`config.mk`:
```
export PLATFORM = sky130hd
export DESIGN_NAME = ram_req_arbiter
export DESIGN_NICKNAME = d
export VERILOG_FILES = /design/src/rtl/ram_req_arbiter.sv
export SDC_FILE = /design/constraint.sdc
export NUM_CORES = 1
export LEC_CHECK = 0
export BUFFER_PORTS_ARGS = -buffer_cell sky130_fd_sc_hd__buf_2
export CAP_MARGIN = 10
export CORE_MARGIN = 8
export CORE_UTILIZATION = 51
export CTS_CLUSTER_SIZE = 30
export DETAILED_ROUTE_END_ITERATION = 6
export PLACE_DENSITY_LB_ADDON = 0.15
export SYNTH_ARGS = -nofsm -noshare
export SYNTH_HDL_FRONTEND = slang
export SYNTH_SLANG_ARGS = --single-unit
```
`constraint.sdc`:
```
create_clock -name clk -period 3.9 [get_ports clk]
set_input_delay 0.195 -clock clk [delete_from_list [all_inputs] [get_ports clk]]
set_output_delay 0.195 -clock clk [all_outputs]
set_load 0.01 [all_outputs]
```
`src/rtl/ram_req_arbiter.sv`:
```
// ---------------------------------------------------------------------------
// ram_req_arbiter
//
// Purpose: arbitrates whole read/write transactions from two requesters and
// turns each one into the RAM's two-word command sequence
// ({op[1:0], payload} on ram_din, qualified by ram_rx_valid). Requesters are
// served one at a time with round-robin fairness. Read data is routed back
// to the requester that issued the read.
//
// Ports:
//   clk, rst_n            clock (rising edge), asynchronous active-low reset
//   reqN, weN             request and write(1)/read(0) select, N = 0/1
//   addrN, wdataN         transaction address and write data
//   ackN                  one-cycle completion pulse
//   rdataN                read data, held until the next read for that port
//   busy                  high whenever the sequencer is not idle
//   ram_din, ram_rx_valid command word and strobe to the RAM
//   ram_dout, ram_tx_valid read data and its valid flag from the RAM
//   rd_err                pulses with ack when ram_tx_valid was low at capture
// ---------------------------------------------------------------------------
module ram_req_arbiter #(
  parameter int ADDR_SIZE = 8
) (
  input  logic                 clk,
  input  logic                 rst_n,
  input  logic                 req0,
  input  logic                 req1,
  input  logic                 we0,
  input  logic                 we1,
  input  logic [ADDR_SIZE-1:0] addr0,
  input  logic [ADDR_SIZE-1:0] addr1,
  input  logic [ADDR_SIZE-1:0] wdata0,
  input  logic [ADDR_SIZE-1:0] wdata1,
  output logic                 ack0,
  output logic                 ack1,
  output logic [ADDR_SIZE-1:0] rdata0,
  output logic [ADDR_SIZE-1:0] rdata1,
  output logic                 busy,
  output logic [ADDR_SIZE+1:0] ram_din,
  output logic                 ram_rx_valid,
  input  logic [ADDR_SIZE-1:0] ram_dout,
  input  logic                 ram_tx_valid,
  output logic                 rd_err
);

  typedef enum logic [2:0] {
    S_IDLE,
    S_ADDR,
    S_DATA,
    S_RWAIT,
    S_DONE
  } state_t;

  state_t                 state_q, state_d;
  logic                   owner_q, owner_d;
  logic                   last_q, last_d;
  logic                   err_q, err_d;
  logic                   we_q, we_d;
  logic [ADDR_SIZE-1:0]   addr_q, addr_d;
  logic [ADDR_SIZE-1:0]   wdata_q, wdata_d;
  logic [ADDR_SIZE-1:0]   rdata0_q, rdata0_d;
  logic [ADDR_SIZE-1:0]   rdata1_q, rdata1_d;
  logic                   ack0_q, ack0_d;
  logic                   ack1_q, ack1_d;
  logic                   busy_q, busy_d;
  logic                   rx_valid_q, rx_valid_d;
  logic                   rd_err_q, rd_err_d;
  logic [ADDR_SIZE+1:0]   din_q, din_d;
  logic                   grant;

  always_comb begin
    state_d  = state_q;
    owner_d  = owner_q;
    last_d   = last_q;
    err_d    = err_q;
    we_d     = we_q;
    addr_d   = addr_q;
    wdata_d  = wdata_q;
    rdata0_d = rdata0_q;
    rdata1_d = rdata1_q;
    // On a tie the requester that was not served last wins; otherwise
    // whichever single request is present (req1 alone -> 1, req0 alone -> 0).
    grant    = (req0 && req1) ? ~last_q : req1;

    case (state_q)
      S_IDLE: begin
        if (req0 || req1) begin
          owner_d = grant;
          we_d    = grant ? we1    : we0;
          addr_d  = grant ? addr1  : addr0;
          wdata_d = grant ? wdata1 : wdata0;
          state_d = S_ADDR;
        end
      end
      S_ADDR:  state_d = S_DATA;
      S_DATA:  state_d = we_q ? S_DONE : S_RWAIT;
      S_RWAIT: begin
        // RAM registered its output at the end of DATA; it is valid now.
        if (owner_q) rdata1_d = ram_dout;
        else         rdata0_d = ram_dout;
        err_d   = ~ram_tx_valid;
        state_d = S_DONE;
      end
      S_DONE: begin
        last_d  = owner_q;
        err_d   = 1'b0;
        state_d = S_IDLE;
      end
      default: state_d = S_IDLE;
    endcase

    // Outputs are registered: decode them from the next-cycle values so the
    // registered outputs line up with the state they describe.
    rx_valid_d = (state_d == S_ADDR) || (state_d == S_DATA);
    din_d      = '0;
    if (state_d == S_ADDR) begin
      din_d = {(we_d ? 2'b00 : 2'b10), addr_d};
    end else if (state_d == S_DATA) begin
      din_d = we_d ? {2'b01, wdata_d} : {2'b11, {ADDR_SIZE{1'b0}}};
    end
    ack0_d   = (state_d == S_DONE) && !owner_d;
    ack1_d   = (state_d == S_DONE) &&  owner_d;
    rd_err_d = (state_d == S_DONE) &&  err_d;
    busy_d   = (state_d != S_IDLE);
  end

  always_ff @(posedge clk or negedge rst_n) begin
    if (!rst_n) begin
      state_q    <= S_IDLE;
      owner_q    <= 1'b0;
      last_q     <= 1'b1;   // requester 0 wins the first tie
      err_q      <= 1'b0;
      we_q       <= 1'b0;
      addr_q     <= '0;
      wdata_q    <= '0;
      rdata0_q   <= '0;
      rdata1_q   <= '0;
      ack0_q     <= 1'b0;
      ack1_q     <= 1'b0;
      busy_q     <= 1'b0;
      rx_valid_q <= 1'b0;
      rd_err_q   <= 1'b0;
      din_q      <= '0;
    end else begin
      state_q    <= state_d;
      owner_q    <= owner_d;
      last_q     <= last_d;
      err_q      <= err_d;
      we_q       <= we_d;
      addr_q     <= addr_d;
      wdata_q    <= wdata_d;
      rdata0_q   <= rdata0_d;
      rdata1_q   <= rdata1_d;
      ack0_q     <= ack0_d;
      ack1_q     <= ack1_d;
      busy_q     <= busy_d;
      rx_valid_q <= rx_valid_d;
      rd_err_q   <= rd_err_d;
      din_q      <= din_d;
    end
  end

  assign ack0         = ack0_q;
  assign ack1         = ack1_q;
  assign rdata0       = rdata0_q;
  assign rdata1       = rdata1_q;
  assign busy         = busy_q;
  assign ram_din      = din_q;
  assign ram_rx_valid = rx_valid_q;
  assign rd_err       = rd_err_q;

endmodule

```
== Yosys cells after proc, flatten, opt, wreduce, memory -nomap -nowiden ==
Cells that the tools add are included.

* Input port bits: 47
* Output and inout port bits: 31
* Word-level logic and storage cells: 56
* Register bits: 54

* Reductions and logical operators: 11
* Muxes and demuxes: 20
* Equal/unequal tests: 7
* Bitwise logic cells: 3

{| class="wikitable"
|+ Operators with widths
! cell !! number
|-
| 2-to-1 mux 8 bit || 6
|-
| 2-to-1 mux 10 bit || 3
|-
| one-hot mux 3 bit (4 select lines) || 1
|-
| equality test 3 x 2 -> 1 bit, second input constant || 3
|-
| equality test 3 x 1 -> 1 bit, second input constant || 2
|-
| equality test 3 bit, second input constant || 2
|-
| 2-to-1 mux 1 bit || 6
|-
| 2-to-1 mux 3 bit || 2
|-
| logical AND 1 bit || 4
|-
| AND reduction 2 bit || 2
|-
| logical NOT 3 bit || 1
|-
| NOT 1 bit || 3
|-
| nonzero test 3 bit || 1
|-
| logical OR 1 bit || 2
|-
| 2-to-1 mux 2 bit || 1
|-
| one-hot mux 1 bit (2 select lines) || 1
|-
| logical NOT 1 bit || 1
|}

== Depth between registers and ports, before layout ==
Gate-level depths: netlist (run 1).

* Word-level depth: 8
* Mapped depth: 6
* Mapped depth without buffers: 3

== Least setup slack after synthesis (run 1) ==
No wires, ideal clock.

* Kind: register -> register
* From: register last_q
* To: register wdata_q[6]
* Required time: 3775 ps
* Stages on the path, launching flop included: 6
* Period minus slack after synthesis: 1490 ps
* Arrival: 1365 ps
* Buffers on the path: 2
* Setup time: 125 ps
* Path slack: 2410 ps
* Path through: dfstp_2 -> a21boi_1 -> buf_6 -> buf_12 -> mux2_4 -> mux2_2

* Word-level cells in the longest chain between the ends: 5

{| class="wikitable"
|+ RTL lines
! what !! RTL line !! RTL
|-
| start: declaration || 56 || <nowiki>logic last_q, last_d;</nowiki>
|-
| start signal: assignment || 147 || <nowiki>last_q <= last_d;</nowiki>
|-
| NOT 1 bit || 83 || <nowiki>grant = (req0 && req1) ? ~last_q : req1;</nowiki>
|-
| 2-to-1 mux 1 bit || 83 ||
|-
| 2-to-1 mux 8 bit || 91 || <nowiki>wdata_d = grant ? wdata1 : wdata0;</nowiki>
|-
| 2-to-1 mux 8 bit || 87 || <nowiki>if (req0 || req1) begin</nowiki>
|-
| 2-to-1 mux 8 bit || 85 || <nowiki>case (state_q)</nowiki>
|-
| via wdata_d[6] || 60 || <nowiki>logic [ADDR_SIZE-1:0] wdata_q, wdata_d;</nowiki>
|-
| end signal: assignment || 151 || <nowiki>wdata_q <= wdata_d;</nowiki>
|-
| end: declaration || 60 ||
|}

The timed path passes the listed nets, and every way through them passes these cells.
A chain may end at the register's enable or synchronous reset.

== Worst setup path in the final report (run 1) ==
* From: register last_q
* To: register wdata_q[3]

The elaborated chain is that of the path after synthesis.

==> results of run 1 <==
## worst max path at each step
| stage | from | cells past startpoint | to |
|---|---|---|---|
| floorplan | last_q$_DFFE_PN1N_ | 5 | wdata_q[6]$_DFF_PN0_ |
| global placement | last_q$_DFFE_PN1N_ | 3 | wdata_q[4]$_DFF_PN0_ |
| detailed placement | last_q$_DFFE_PN1N_ | 3 | wdata_q[3]$_DFF_PN0_ |
| CTS | last_q$_DFFE_PN1N_ | 3 | wdata_q[5]$_DFF_PN0_ |
| global route | last_q$_DFFE_PN1N_ | 3 | wdata_q[5]$_DFF_PN0_ |
| finish | last_q$_DFFE_PN1N_ | 3 | wdata_q[3]$_DFF_PN0_ |
## state kept, by name, indices dropped and copies added, names as in the netlist
register / count
owner_q: 1
rd_err: 1
rdata1: 8
we_q: 1
ram_din: 10
err_q: 1
last_q: 1
ack1: 1
ack0: 1
busy: 1
wdata_q: 8
rdata0: 8
state_q: 3
ram_rx_valid: 1
## cells by family after synthesis
family / synth area share
muxes: 0.247
DFF: 0.583
AOI/OAI and AO/OA: 0.0532
buffers and inverters: 0.0462
and+or+nand+nor: 0.0703
## routing by layer
layer  GRT usage  vias up  wire length (um)
met3      0.0558        4               356
met5           0        -                 0
met4      0.0667        0                58
met2       0.253       45              2330
li1            -      660                 -
met1       0.145      686              1640
## per-stage QoR
stage,std cells,worst slack [ns]
floorplan,147,2.41
detailed placement,264,1.81
global placement,264,1.89
finish,271,1.85
global route,271,1.75
CTS,271,1.81
## final cells by class
cell class,count,area (um^2)
Fill cell,291,1220
Sequential cell,46,1150
Multi-Input combinational cell,90,736
Timing Repair Buffer,79,400
Clock buffer,6,82.6
Tap cell,48,60.1
Clock inverter,1,30.0
Inverter,1,3.75
## synthesized netlist by cell type (2+ instances only)
master | number | area share
o21ai_0 | 8 | 0.020
dfrtp_1 | 45 | 0.57
buf_6 | 3 | 0.017
mux2_1 | 9 | 0.051
buf_4 | 2 | 0.0076
nand2_1 | 13 | 0.025
nor2_1 | 6 | 0.011
mux2_2 | 25 | 0.14
buf_2 | 2 | 0.0051
o21ai_1 | 4 | 0.010
mux2i_1 | 9 | 0.046
## critical path: cells and delay by family (launching register included)
kind               cells  cell delay, ns
muxes                  2            0.68
AOI/OAI and AO/OA      1            0.87
DFF                    1            0.38
## where the power goes
part / total [mW] / leakage (nW) / internal, mW / switching, mW
registers: 0.851 / 0.561 / 0.713 / 0.138
logic: 0.704 / 0.616 / 0.354 / 0.350
clock network: 0.351 / 0.0573 / 0.205 / 0.146
total: 1.91 / 1.23 / 1.27 / 0.633
## cells in the final DEF (no fill, tap or decap), drive strengths merged
| cell type | n |
|---|---|
| a21boi | 2 |
| a21oi | 1 |
| a221oi | 1 |
| and2 | 1 |
| and3 | 1 |
| and3b | 1 |
| buf | 79 |
| bufinv | 1 |
| clkbuf | 6 |
| dfrtp | 45 |
| dfstp | 1 |
| inv | 1 |
| mux2 | 35 |
| mux2i | 9 |
| nand2 | 14 |
| nand2b | 1 |
| nand3b | 1 |
| nor2 | 6 |
| nor2b | 1 |
| nor3 | 1 |
| nor4bb | 1 |
| o21ai | 12 |
| o31ai | 1 |
| o41ai | 1 |
==> impl_results.rst, run 1 <==
.. list-table::
   :header-rows: 1

   * - Metric
     - Value
   * - Global route overflow
     - 0
   * - Maximum clock frequency
     - slightly below 500 MHz
   * - Worst-case hold slack
     - 0.0509 ns
   * - Clock latency on the worst-skew pair
     - a little under 0.3 ns
   * - Final setup viols
     - 0
   * - Total Wirelength
     - 4.39 mm
   * - CTS clk-pin slew, worst paths
     - 0.08 ns
   * - IO buf count
     - 77
   * - Number of instances in the synthesized netlist
     - approximately 150
   * - Synth Net Count
     - between 150 and 200
   * - Leakage power
     - 1.23 nW
   * - Post-DRT Antenna Nets
     - 0
   * - Setup bufs post-CTS
     - 0
   * - Final core utilization
     - 0.668
   * - Critical Path Source Type
     - flop
   * - Flop2flop setup slack
     - around 1.8 ns
   * - Largest net degree at the start of global routing
     - 47
   * - Vias in the first global route
     - about 1,500
   * - Post-synth EDFFs
     - 0
   * - First-pass GRT wire length
     - between 6 and 7 mm
   * - Antenna violations before repair
     - 0
   * - Nature of the critical path endpoint
     - flop
   * - Worst Path Arrival
     - between 2 and 2.5 ns
   * - Setup repair after global routing missed its margin
     - false
   * - Aggregate negative setup slack
     - 0 ns
   * - Most common flop cell mapped by yosys
     - dfrtp_1
   * - Average wire per standard cell
     - 16.2 um
   * - Total vias in the final route
     - between 1,000 and 1,500
   * - Worst slew margin relative to its limit
     - 0.239
   * - Height of the die
     - approximately 78 um
   * - Average vias per placed instance
     - 5.15
   * - I/O Pins
     - 78
   * - Clock Sinks
     - 46
   * - List of cells traversed by the critical path
     - a21boi_2, mux2_2, mux2_2
   * - Buffer depth of the longest clock path
     - 2
   * - DP Area
     - ~2400 um^2
   * - DRT Pass-1 Iters
     - 4
   * - Fin. Hold Viols
     - 0
   * - Final total power
     - roughly 1.9 mW
   * - Root cell of the clock tree
     - clkbuf_8
   * - Total track usage
     - 0.143
   * - Cts repair resizes
     - 0
   * - Share of final-layout standard cells stronger than drive strength 1
     - 0.520
   * - Peak supply drop
     - between 0.4 and 0.5 mV
   * - Clock tree from TritonCTS
     - built
   * - Crit path max-delay cell type
     - a21boi_2
   * - Net count of the finished layout
     - 270
   * - Setup CP Type
     - reg2reg
   * - Share of flip-flops with an asynchronous set or reset
     - 1.00
   * - Area of the mapped netlist
     - slightly below 2000 um^2
   * - Delay of the slowest cell on the worst path
     - around 0.87 ns
   * - Final Instance Area
     - about 2500 um^2
   * - Die Outline Area
     - between 6000 and 7000 um^2
   * - PwrDens
     - 773 nW/um^2
   * - Core area
     - about 3700 um^2
   * - Standard-cell rows
     - 22
   * - Worst Skew
     - between 0.007 and 0.008 ns
   * - Biggest fanout along the worst timing path
     - 18
   * - Share of synthesized area occupied by flip-flops and latches
     - 0.583
   * - Required time of the critical path
     - between 4 and 5 ns
   * - Launch instance of the worst register-to-register path
     - last_q$_DFFE_PN1N_
   * - Starting DRC count in detailed routing
     - 50
   * - Die X
     - 78.2 um
   * - Hold-fix buffer count after cts
     - 0
   * - Level count of the clock H-tree
     - 2
   * - Post-synthesis average cell area
     - roughly 13 um^2
   * - Result of the run
     - finished, final reports clean
   * - Number of pins exceeding their max-slew limit in the final report
     - 0
   * - Worst flop-to-flop path endpoint
     - wdata_q[3]$_DFF_PN0_
   * - Slew at the pin closest to its max-slew limit
     - between 1 and 1.5 ns
   * - Hold Crit Class
     - in2async
   * - Number of different library cells in the post-synthesis netlist
     - 32
   * - Total clock buffers created by CTS
     - 5
   * - Count of synthesis-stage warnings from yosys
     - 0
   * - Initial core utilization
     - 0.536
   * - HPWL after detailed placement
     - between 3 and 4 mm
   * - Placer congestion estimate
     - roughly 0.75
   * - Share of the clock period used by the worst path after layout
     - 0.527
   * - Period minus WS final
     - 2.05 ns
   * - Worst path most repeated cell
     - mux2_2
   * - Total inserted antenna cells
     - 0
   * - Depth of the worst register-to-register path
     - 3
   * - DRC violation count after routing
     - 0
   * - Layout area overhead
     - 24.8%
   * - Count of maximum capacitance violations
     - 0
   * - Yosys reg bits
     - 46
No activity file was read; power rests on OpenSTA's default activity.
==> run 2, diff against run 1 <==
Settings changed: ABC_AREA set to 1, CORE_UTILIZATION 51 to 44.
Clock period 3.9 ns to 1.6 ns, I/O delays scaled along.
==> run 2 against run 1 <==
Sequential cell count unchanged. Global-route usage down 0.19 points. Core utilization down 10 points. Synthesized cell count up 59%. Final cell count up 39%. Critical path type unchanged. Largest cell class unchanged.
==> impl_results.rst, run 2 <==
.. list-table::
   :header-rows: 1

   * - Metric
     - Value
   * - Worst slew margin relative to its limit
     - 0.661 (+0.422)
   * - Nature of the critical path endpoint
     - flop
   * - IO buf count
     - 77 (unchanged)
   * - Total inserted antenna cells
     - 0 (unchanged)
   * - Initial core utilization
     - 0.456 (-0.0793)
   * - Cell Count, Final, Fillers Out
     - 378 (+39%)
   * - Most common cell after layout, fill and taps aside
     - buf_2
   * - Yosys reg bits
     - 46 (unchanged)
   * - HPWL after detailed placement
     - 3.72 mm (+11%)
   * - First-pass GRT wire length
     - 8.33 mm (+20%)
   * - Share of synthesized area occupied by flip-flops and latches
     - 0.531 (-0.0521)
   * - Pre-CTS setup slack
     - 0.243 ns (-1.57 ns)
   * - Sw Pwr
     - 1.91 mW (+200%)
   * - Clock tree from TritonCTS
     - built
   * - Most common flop cell mapped by yosys
     - dfrtp_1
   * - Share of final-layout standard cells stronger than drive strength 1
     - 0.412 (-0.109)
   * - Synth top area share
     - 0.519 (-0.0509)
   * - PwrDens
     - 1790 nW/um^2 (+130%)
   * - Total vias in the final route
     - 1,678 (+20%)
   * - Clock latency on the worst-skew pair
     - 0.29 ns (about the same)
   * - Post-synthesis average cell area
     - 9.31 um^2 (-31%)
   * - Vias in the first global route
     - 1,788 (+21%)
   * - Post-synth EDFFs
     - 0 (unchanged)
   * - Fraction of power spent switching nets
     - 0.397 (+0.0645)
   * - Clock Sinks
     - 46 (unchanged)
   * - Setup repair after global routing missed its margin
     - false
   * - Standard-cell rows
     - 25 (+14%)
   * - Area of the mapped netlist
     - 2170 um^2 (+9.8%)
   * - Peak supply drop
     - 0.563 mV (+14%)
   * - Biggest fanout along the worst timing path
     - 25 (+7)
   * - Level count of the clock H-tree
     - 2 (unchanged)
   * - Core area
     - 4750 um^2 (+29%)
   * - Setup bufs post-CTS
     - 0 (unchanged)
   * - Fin. Hold Viols
     - 0 (unchanged)
   * - Worst Path Arrival
     - 1.58 ns (-0.65 ns)
   * - Average vias per placed instance
     - 4.44 (-14%)
   * - Synth Net Count
     - 280 (+44%)
   * - Area of all sequential standard cells
     - 1150 um^2 (unchanged)
   * - Hold-fix buffer count after cts
     - 1 (+1)
   * - DRC violation count after routing
     - 0 (unchanged)
   * - Aggregate negative setup slack
     - 0 ns (unchanged)
   * - Layout area overhead
     - 23.5%
   * - Period minus WS final
     - 1.35 ns (-0.709 ns)
   * - DRT Pass-1 Iters
     - 4 (unchanged)
   * - Ranking of synthesized cells by area
     - dfrtp_1 (52%), nand2_1 (9.2%), nand3_1 (6.9%)
   * - Cell taking the most area after synthesis
     - dfrtp_1
   * - DP Area
     - 2590 um^2 (+10%)
   * - Final Instance Area
     - 2680 um^2 (+8.7%)
   * - Total track usage
     - 0.141 (-0.00188)
   * - Max reg flops
     - 10 (unchanged)
   * - Worst Skew
     - 0.00786 ns (+0.000741 ns)
   * - Final setup viols
     - 0 (unchanged)
   * - # fillers
     - 478 (+64%)
   * - Number of different library cells in the post-synthesis netlist
     - 23 (-28%)
   * - Worst setup margin
     - 0.254 ns (-1.59 ns)
   * - Post-DRT Antenna Nets
     - 0 (unchanged)
   * - Count of maximum capacitance violations
     - 0 (unchanged)
   * - Internal cell power
     - 2.90 mW (+130%)
   * - Placed Cells incl. Taps
     - 371 (+41%)
   * - Clock share of power
     - 0.143 (-0.041)
   * - Die X
     - 86.2 um (+10%)
   * - Most frequent cell after synthesis
     - nand2_1
   * - Number of pins exceeding their max-slew limit in the final report
     - 0 (unchanged)
   * - Cts repair resizes
     - 0 (unchanged)
   * - Root cell of the clock tree
     - clkbuf_8
   * - Height of the die
     - 86.2 um (+10%)
   * - Hold Crit Class
     - in2reg
   * - Largest net degree at the start of global routing
     - 26 (-45%)
   * - Share of flip-flops with an asynchronous set or reset
     - 1.00 (unchanged)
   * - Placer congestion estimate
     - 0.709 (-5.3%)
   * - Total clock buffers created by CTS
     - 5 (unchanged)
   * - Result of the run
     - finished, final reports clean
   * - Portion of total power attributed to combinational logic
     - 0.452 (+0.082)
   * - Share of power burned in registers
     - 0.405 (-0.042)
   * - Maximum clock frequency
     - 743 MHz (+53%)
   * - Critical Path Source Type
     - flop
   * - Count of synthesis-stage warnings from yosys
     - 0 (unchanged)
   * - Number of instances in the synthesized netlist
     - 233 (+59%)
   * - Final total power
     - 4.80 mW (+150%)
   * - CTS clk-pin slew, worst paths
     - 0.08 ns (about the same)
   * - Worst-case hold slack
     - 0.0408 ns (-0.0100 ns)
   * - Buffer depth of the longest clock path
     - 2 (unchanged)
   * - Share of the clock period used by the worst path after layout
     - 0.841 (+0.314)
   * - Global route overflow
     - 0 (unchanged)
   * - Starting DRC count in detailed routing
     - 50 (unchanged)
   * - Required time of the critical path
     - 1.84 ns (-2.24 ns)
   * - Top cells by instance count after synthesis
     - nand2_1 (53), dfrtp_1 (45), inv_1 (30), nand3_1 (30), o21ai_2 (16)
   * - Antenna violations before repair
     - 0 (unchanged)
   * - Average wire per standard cell
     - 12.6 um (-22%)
   * - Leakage power
     - 1.51 nW (+22%)
   * - Final core utilization
     - 0.564 (-0.105)
   * - I/O Pins
     - 78 (unchanged)
   * - Total Wirelength
     - 4.78 mm (+8.9%)
   * - Net count of the finished layout
     - 359 (+33%)
   * - Commonest cells after routing, fill and taps aside
     - buf_2 (77), nand2_1 (53), dfrtp_1 (45)
   * - Area occupied by multi-input gates
     - 816 um^2 (+11%)
   * - Setup CP Type
     - reg2reg
   * - Die Outline Area
     - 7430 um^2 (+21%)
   * - Slew at the pin closest to its max-slew limit
     - 0.509 ns (-0.627 ns)
-- run 2: changes by cell type in the layout (fill, tap and decap cells not counted), moves of 11 or more --
cell	change
nand2_1	+40
nand3_1	+30
inv_1	+29
mux2_2	-25
o21ai_2	+16
nand2_2	+11
-- run 2: path summary, 6_finish.rpt --
check,depth (start not counted),slack (ns),endpoint,from
max,6,0.25,ram_din[1]$_DFF_PN0_,last_q$_DFFE_PN1N_
min,3,0.04,err_q$_DFF_PN0_,ram_tx_valid
max reg2reg,6,0.25,ram_din[1]$_DFF_PN0_,last_q$_DFFE_PN1N_
min reg2reg,2,0.48,rdata0[7]$_DFFE_PN0P_,rdata0[7]$_DFFE_PN0P_
max in group asynchronous,3,0.74,wdata_q[5]$_DFF_PN0_,rst_n
min in group asynchronous,2,0.28,ram_rx_valid$_DFF_PN0_,rst_n
-- run 2: power by group through the flow --
stage,Combinational [mW],Sequential (mW),Clock [mW]
after floorplan,1.44,2.13,0
after global placement,2.19,1.95,0
after detailed placement,2.22,1.97,0
after CTS,2.23,1.95,0.712
after global routing,2.49,2.02,0.752
final,2.17,1.95,0.687
-- run 2: cell families after synthesis --
group | synth area share
compound gates | 0.103
buf+inv | 0.0928
flops | 0.531
simple gates | 0.273
-- run 2: layout make-up --
type / instances / share of cell area
Clock buffer: 6 / 0.0308
Tap cell: 67 / 0.0313
Inverter: 34 / 0.0476
Timing Repair Buffer: 81 / 0.156
Multi-Input combinational cell: 144 / 0.304
Sequential cell: 46 / 0.430
-- run 2: critical path: stages, from the launching register on --
cell and delay (ns):
dfstp_2 0.53, nand2_1 0.07, nand2_2 0.33, nand2_1 0.09
nand3_1 0.13, nand3_1 0.08, nand2_1 0.06
-- run 2: per-layer routing --
layer / GRT usage / routed length (um) / share of wire
met4: 0.0610 / 58 / 0.012
met2: 0.216 / 2210 / 0.46
met1: 0.177 / 2140 / 0.45
met5: 0 / 0 / 0
met3: 0.0491 / 369 / 0.077
